==> src/rtl/pc_control_if.sv <==
// Fetch-path bundle between the CPU datapath (master) and the next-PC unit (slave).
// The master drives the decoded branch fields, flags and PC; the slave returns the next PC.
interface pc_control_if;
  logic [2:0]  C;
  logic [8:0]  I;
  logic [2:0]  F;
  logic        Branch;
  logic        BranchReg;
  logic [15:0] PC_in;
  logic [15:0] rs_in;
  logic [15:0] PC_out;

  modport master (
    output C, I, F, Branch, BranchReg, PC_in, rs_in,
    input  PC_out
  );

  modport slave (
    input  C, I, F, Branch, BranchReg, PC_in, rs_in,
    output PC_out
  );
endinterface

==> src/rtl/pc_control.sv <==
// Next-PC selection (PC+2, PC-relative branch, register branch) and the PC register
// for the 16-bit single-cycle CPU fetch path.
module pc_control (
  input  logic          clk,
  input  logic          rst,
  pc_control_if.slave   bus
);

  logic        flag_z, flag_v, flag_n;
  logic        cond;
  logic [15:0] pc_plus2;
  logic [15:0] offset;
  logic [15:0] br_target;
  logic [15:0] pc_d, pc_q;

  assign flag_z = bus.F[2];
  assign flag_v = bus.F[1];
  assign flag_n = bus.F[0];

  assign pc_plus2  = bus.PC_in + 16'd2;
  assign offset    = {{6{bus.I[8]}}, bus.I, 1'b0};
  assign br_target = pc_plus2 + offset;

  // NOTE: every signal gets a value before the case/if, so no path can infer a latch.
  always_comb begin
    cond = 1'b0;
    unique case (bus.C)
      3'b000:  cond = ~flag_z;
      3'b001:  cond = flag_z;
      3'b010:  cond = ~flag_z & ~flag_n;
      3'b011:  cond = flag_n;
      3'b100:  cond = flag_z | ~flag_n;
      3'b101:  cond = flag_n | flag_z;
      3'b110:  cond = flag_v;
      default: cond = 1'b1;
    endcase
  end

  // The outer guard keeps unknown C/F/I/rs_in out of the PC when no branch is decoded.
  always_comb begin
    pc_d = pc_plus2;
    if (bus.Branch | bus.BranchReg) begin
      if (cond && bus.BranchReg)   pc_d = bus.rs_in;
      else if (cond && bus.Branch) pc_d = br_target;
    end
  end

  // NOTE: state is updated with non-blocking assignments so every flop samples pre-edge values.
  always_ff @(posedge clk or posedge rst) begin
    if (rst) pc_q <= 16'h0000;
    else     pc_q <= pc_d;
  end

  assign bus.PC_out = pc_q;

endmodule

==> src/flat_wrapper.sv <==
// flat-port wrapper written by rule: the top's interface ports become plain ports
module pc_control_flat 
  (clk, rst, bus_C, bus_I, bus_F, bus_Branch, bus_BranchReg, bus_PC_in, bus_rs_in, bus_PC_out);
  pc_control_if bus_i ();
  input  logic clk;
  input  logic rst;
  input wire logic [$bits(bus_i.C)-1:0] bus_C;
  input wire logic [$bits(bus_i.I)-1:0] bus_I;
  input wire logic [$bits(bus_i.F)-1:0] bus_F;
  input wire logic [$bits(bus_i.Branch)-1:0] bus_Branch;
  input wire logic [$bits(bus_i.BranchReg)-1:0] bus_BranchReg;
  input wire logic [$bits(bus_i.PC_in)-1:0] bus_PC_in;
  input wire logic [$bits(bus_i.rs_in)-1:0] bus_rs_in;
  output wire logic [$bits(bus_i.PC_out)-1:0] bus_PC_out;
  assign bus_i.C = bus_C;
  assign bus_i.I = bus_I;
  assign bus_i.F = bus_F;
  assign bus_i.Branch = bus_Branch;
  assign bus_i.BranchReg = bus_BranchReg;
  assign bus_i.PC_in = bus_PC_in;
  assign bus_i.rs_in = bus_rs_in;
  assign bus_PC_out = bus_i.PC_out;
  pc_control u_core (.clk(clk), .rst(rst), .bus(bus_i));
endmodule
==> config.mk <==
export PLATFORM = sky130hd
export DESIGN_NAME = pc_control_flat
export DESIGN_NICKNAME = d
export VERILOG_FILES = /design/src/rtl/pc_control_if.sv /design/src/rtl/pc_control.sv /design/src/flat_wrapper.sv
export SDC_FILE = /design/constraint.sdc
export NUM_CORES = 1
export LEC_CHECK = 0
export BUFFER_PORTS_ARGS = -buffer_cell sky130_fd_sc_hd__buf_2
export CORE_ASPECT_RATIO = 1.4
export CORE_MARGIN = 2
export CORE_UTILIZATION = 47
export DETAILED_ROUTE_END_ITERATION = 10
export GPL_TIMING_DRIVEN = 0
export PLACE_DENSITY = 0.76
export SYNTH_ARGS = -nofsm -noshare
export SYNTH_HDL_FRONTEND = slang
export SYNTH_SLANG_ARGS = --single-unit
==> constraint.sdc <==
create_clock -name clk -period 0.8 [get_ports clk]
set_clock_uncertainty 0.1 [all_clocks]
set_input_delay 0.08 -clock clk [delete_from_list [all_inputs] [get_ports clk]]
set_output_delay 0.08 -clock clk [all_outputs]
set_load 0.005 [all_outputs]
==> impl_metrics.yaml <==
finish:
  instances_no_fill: 380
  largest_register_ffs: 16
  nNetsFinal: 410
  area_growth_pct: 80.3
  utilization: 0.871
  finalInstanceArea_um2: 3380
  drive_above_1_share: 0.626
  antenna_cells: 0
power:
  netSwitchingPower_mw: 1.51
  total_power_mw: 4.02
  swShare: 0.375
  intPower_mw: 2.51
  clockPowerShare: 0.144
  combinationalPowerShare: 0.622
  ir_drop_mv: 1.49
  power_density_nw_per_um2: 1190
  p_leak_nw: 1.48
  seqPwrFrac: 0.234
drt:
  ant_nets: 0
  dr.pass1.iters: 4
  drt_iter0_drc: 153
  drc_errors: 0
  wire_per_inst_um: 20.1
  viasPerCell: 6.16
  routed_wl_um: 7640
  vias: 2339
yosys:
  synth-seq-cells: 16
  synthCells: 222
  synth_area_um2: 1880
  async_reset_ff_frac: 1.00
  synth.area.top_cells: "dfrtp_1 21%, ha_1 13%, a21oi_1 6.4%"
  mappedNetlistNets: 293
  yosysWarningCount: 0
  synth_top_area_cell: "dfrtp_1"
  synth-edff-count: 0
  synthFlopType: "dfrtp_1"
  syn_area_per_cell_um2: 8.45
  yosysSeqAreaShare: 0.213
  ys_types: 53
  synth_top_area_share: 0.213
setup_path:
  cp.required_ps: 810
  cp.depth: 12
  critPathCaptureType: "flip-flop"
  cp_slowest_stage_delay_ps: 290
  crit_buf_inv: 1
  crit_fanout: 5
  timing.critical_path.mode_cell: "xnor2_2"
  startpoint: "bus_PC_in[4]"
  start_kind: "input pin"
  cp.arrival_ps: 2240
  cp_cell_sequence: "buf_8, and4_4, and2b_2, nand4_1, xnor2_2, ha_4, a21oi_4, a21oi_2, a221oi_2, nand2_1, xnor2_2, a21oi_1"
  critPathCapture: "u_core.bus.PC_out[14]$_DFF_PP0_"
  critPathTopFamily: "simple AND/OR/NAND/NOR gates"
  path_class: "in2reg"
  critPathSlowestCell: "xnor2_2"
placement:
  port_buffers: 66
  hpwl_um: 3940
  placed_cells: 331
  dp_slack_ps: -1820
  dpl_cell_area_um2: 2440
  globalplace.congestion: 0.860
sta:
  finalCritPeriodShare: 2.78
  worstMarginPinSlew_ps: 544
  finalMaxSlewViolations: 0
  rsz0062_at_grt: "yes"
  hold_viol: 18
  setup_viol: 32
  timing.final.crit_period_ps: 2230
  fmax_mhz: 449
  relSlewSlack: 0.637
  setup_tns_ps: -16850
  worst_slack_ps: -1430
  timing.hold.ws_ps: -230
floorplan:
  die_h_um: 78.7
  core_um2: 3880
  initial_utilization: 0.483
  die-area_um2: 4520
  fp-row-count: 27
  die_w_um: 57.4
  boundaryPins: 67
global_routing:
  grt_use_total: 0.282
  grt_max_degree: 17
  grt_pass1_vias: 2170
  overflow: 0
  grt_pass1_wl_um: 9930
  antenna_found_initial: 0
status:
  status: "finished, violations left"
  violations: "negative hold slack, negative setup slack"
clocking:
  clkTransAtPathRegs_ps: 60
  cts_tree: "yes"
  cts_sinks: 16
  cts_buffers: 3
  clock_path_buffers: 2
  cts_root_buf: "clkbuf_8"
  ctsHtreeMaxLevel: 1
job:
  drv_cap: 0
hold_path:
  hold_path.class: "in2async"
per-layer routing:
layer | routed length [um] | vias up | GRT usage
li1 | - | 1057 | -
met1 | 2640 | 1083 | 0.306
met2 | 3900 | 161 | 0.524
met3 | 618 | 38 | 0.0293
met4 | 486 | 0 | 0.147
met5 | 0 | - | 0
synthesized netlist by cell type, drive strengths merged (5+ instances only):
cell   count
a21oi     24
ha        19
xnor2     17
dfrtp     16
nand2     16
nor2      16
nand3     13
o21ai     12
inv       10
o22ai     10
xor2       7
a31oi      5
buf        5
o21a       5
cells by family (layout without fill, tap and decap cells):
logic type / count (synthesis) / in the layout / share of synthesized area
compound gates: 75 / 75 / 0.252
simple gates: 69 / 69 / 0.203
xor+xnor: 24 / 24 / 0.134
fa+ha+maj: 20 / 20 / 0.137
flops: 16 / 16 / 0.213
buf+inv: 16 / 131 / 0.0480
mux: 2 / 2 / 0.0113
final cells by class:
cell class,count,area [um2]
Clock buffer,3,41.3
Fill cell,187,503
Inverter,10,40.0
Tap cell,43,53.8
Sequential cell,16,400
Multi-Input combinational cell,190,1990
Buffer,5,45.0
Timing Repair Buffer,113,810
worst min-delay path by stage:
stage               from                              end  slack, ps  depth (start not counted)
floorplan            rst   u_core.bus.PC_out[0]$_DFF_PP0_       -110                          1
global placement     rst   u_core.bus.PC_out[3]$_DFF_PP0_         40                          2
detailed placement   rst   u_core.bus.PC_out[3]$_DFF_PP0_         50                          2
CTS                  rst   u_core.bus.PC_out[8]$_DFF_PP0_       -200                          2
global route         rst  u_core.bus.PC_out[10]$_DFF_PP0_       -140                          2
finish               rst   u_core.bus.PC_out[4]$_DFF_PP0_       -230                          2
cells in the final DEF, fill, tap and decap left out, types with 10 or more instances in the layout:
cell type   n
dfrtp_1    16
nor2_1     12
buf_2      55
a21oi_1    10
buf_6      12
nand2_1    12
ha_4       14
buf_4      42
power groups by stage:
stage / Clock (mW) / Sequential, mW / Combinational (mW)
floorplan: 0 / 0.982 / 1.04
global placement: 0 / 0.953 / 1.52
detailed placement: 0 / 0.955 / 1.54
CTS: 0.564 / 0.942 / 2.03
global route: 0.581 / 0.951 / 2.64
finish: 0.577 / 0.941 / 2.50
timing repair:
item                                   CTS  global route
pin swaps                               42            42
endpoints found under the hold margin   19            17
cloned                                   1             0
buffers inserted                        32            16
gates resized for setup                 76            38
setup endpoints to repair               32            32
Power figures use the tool's default switching activity.
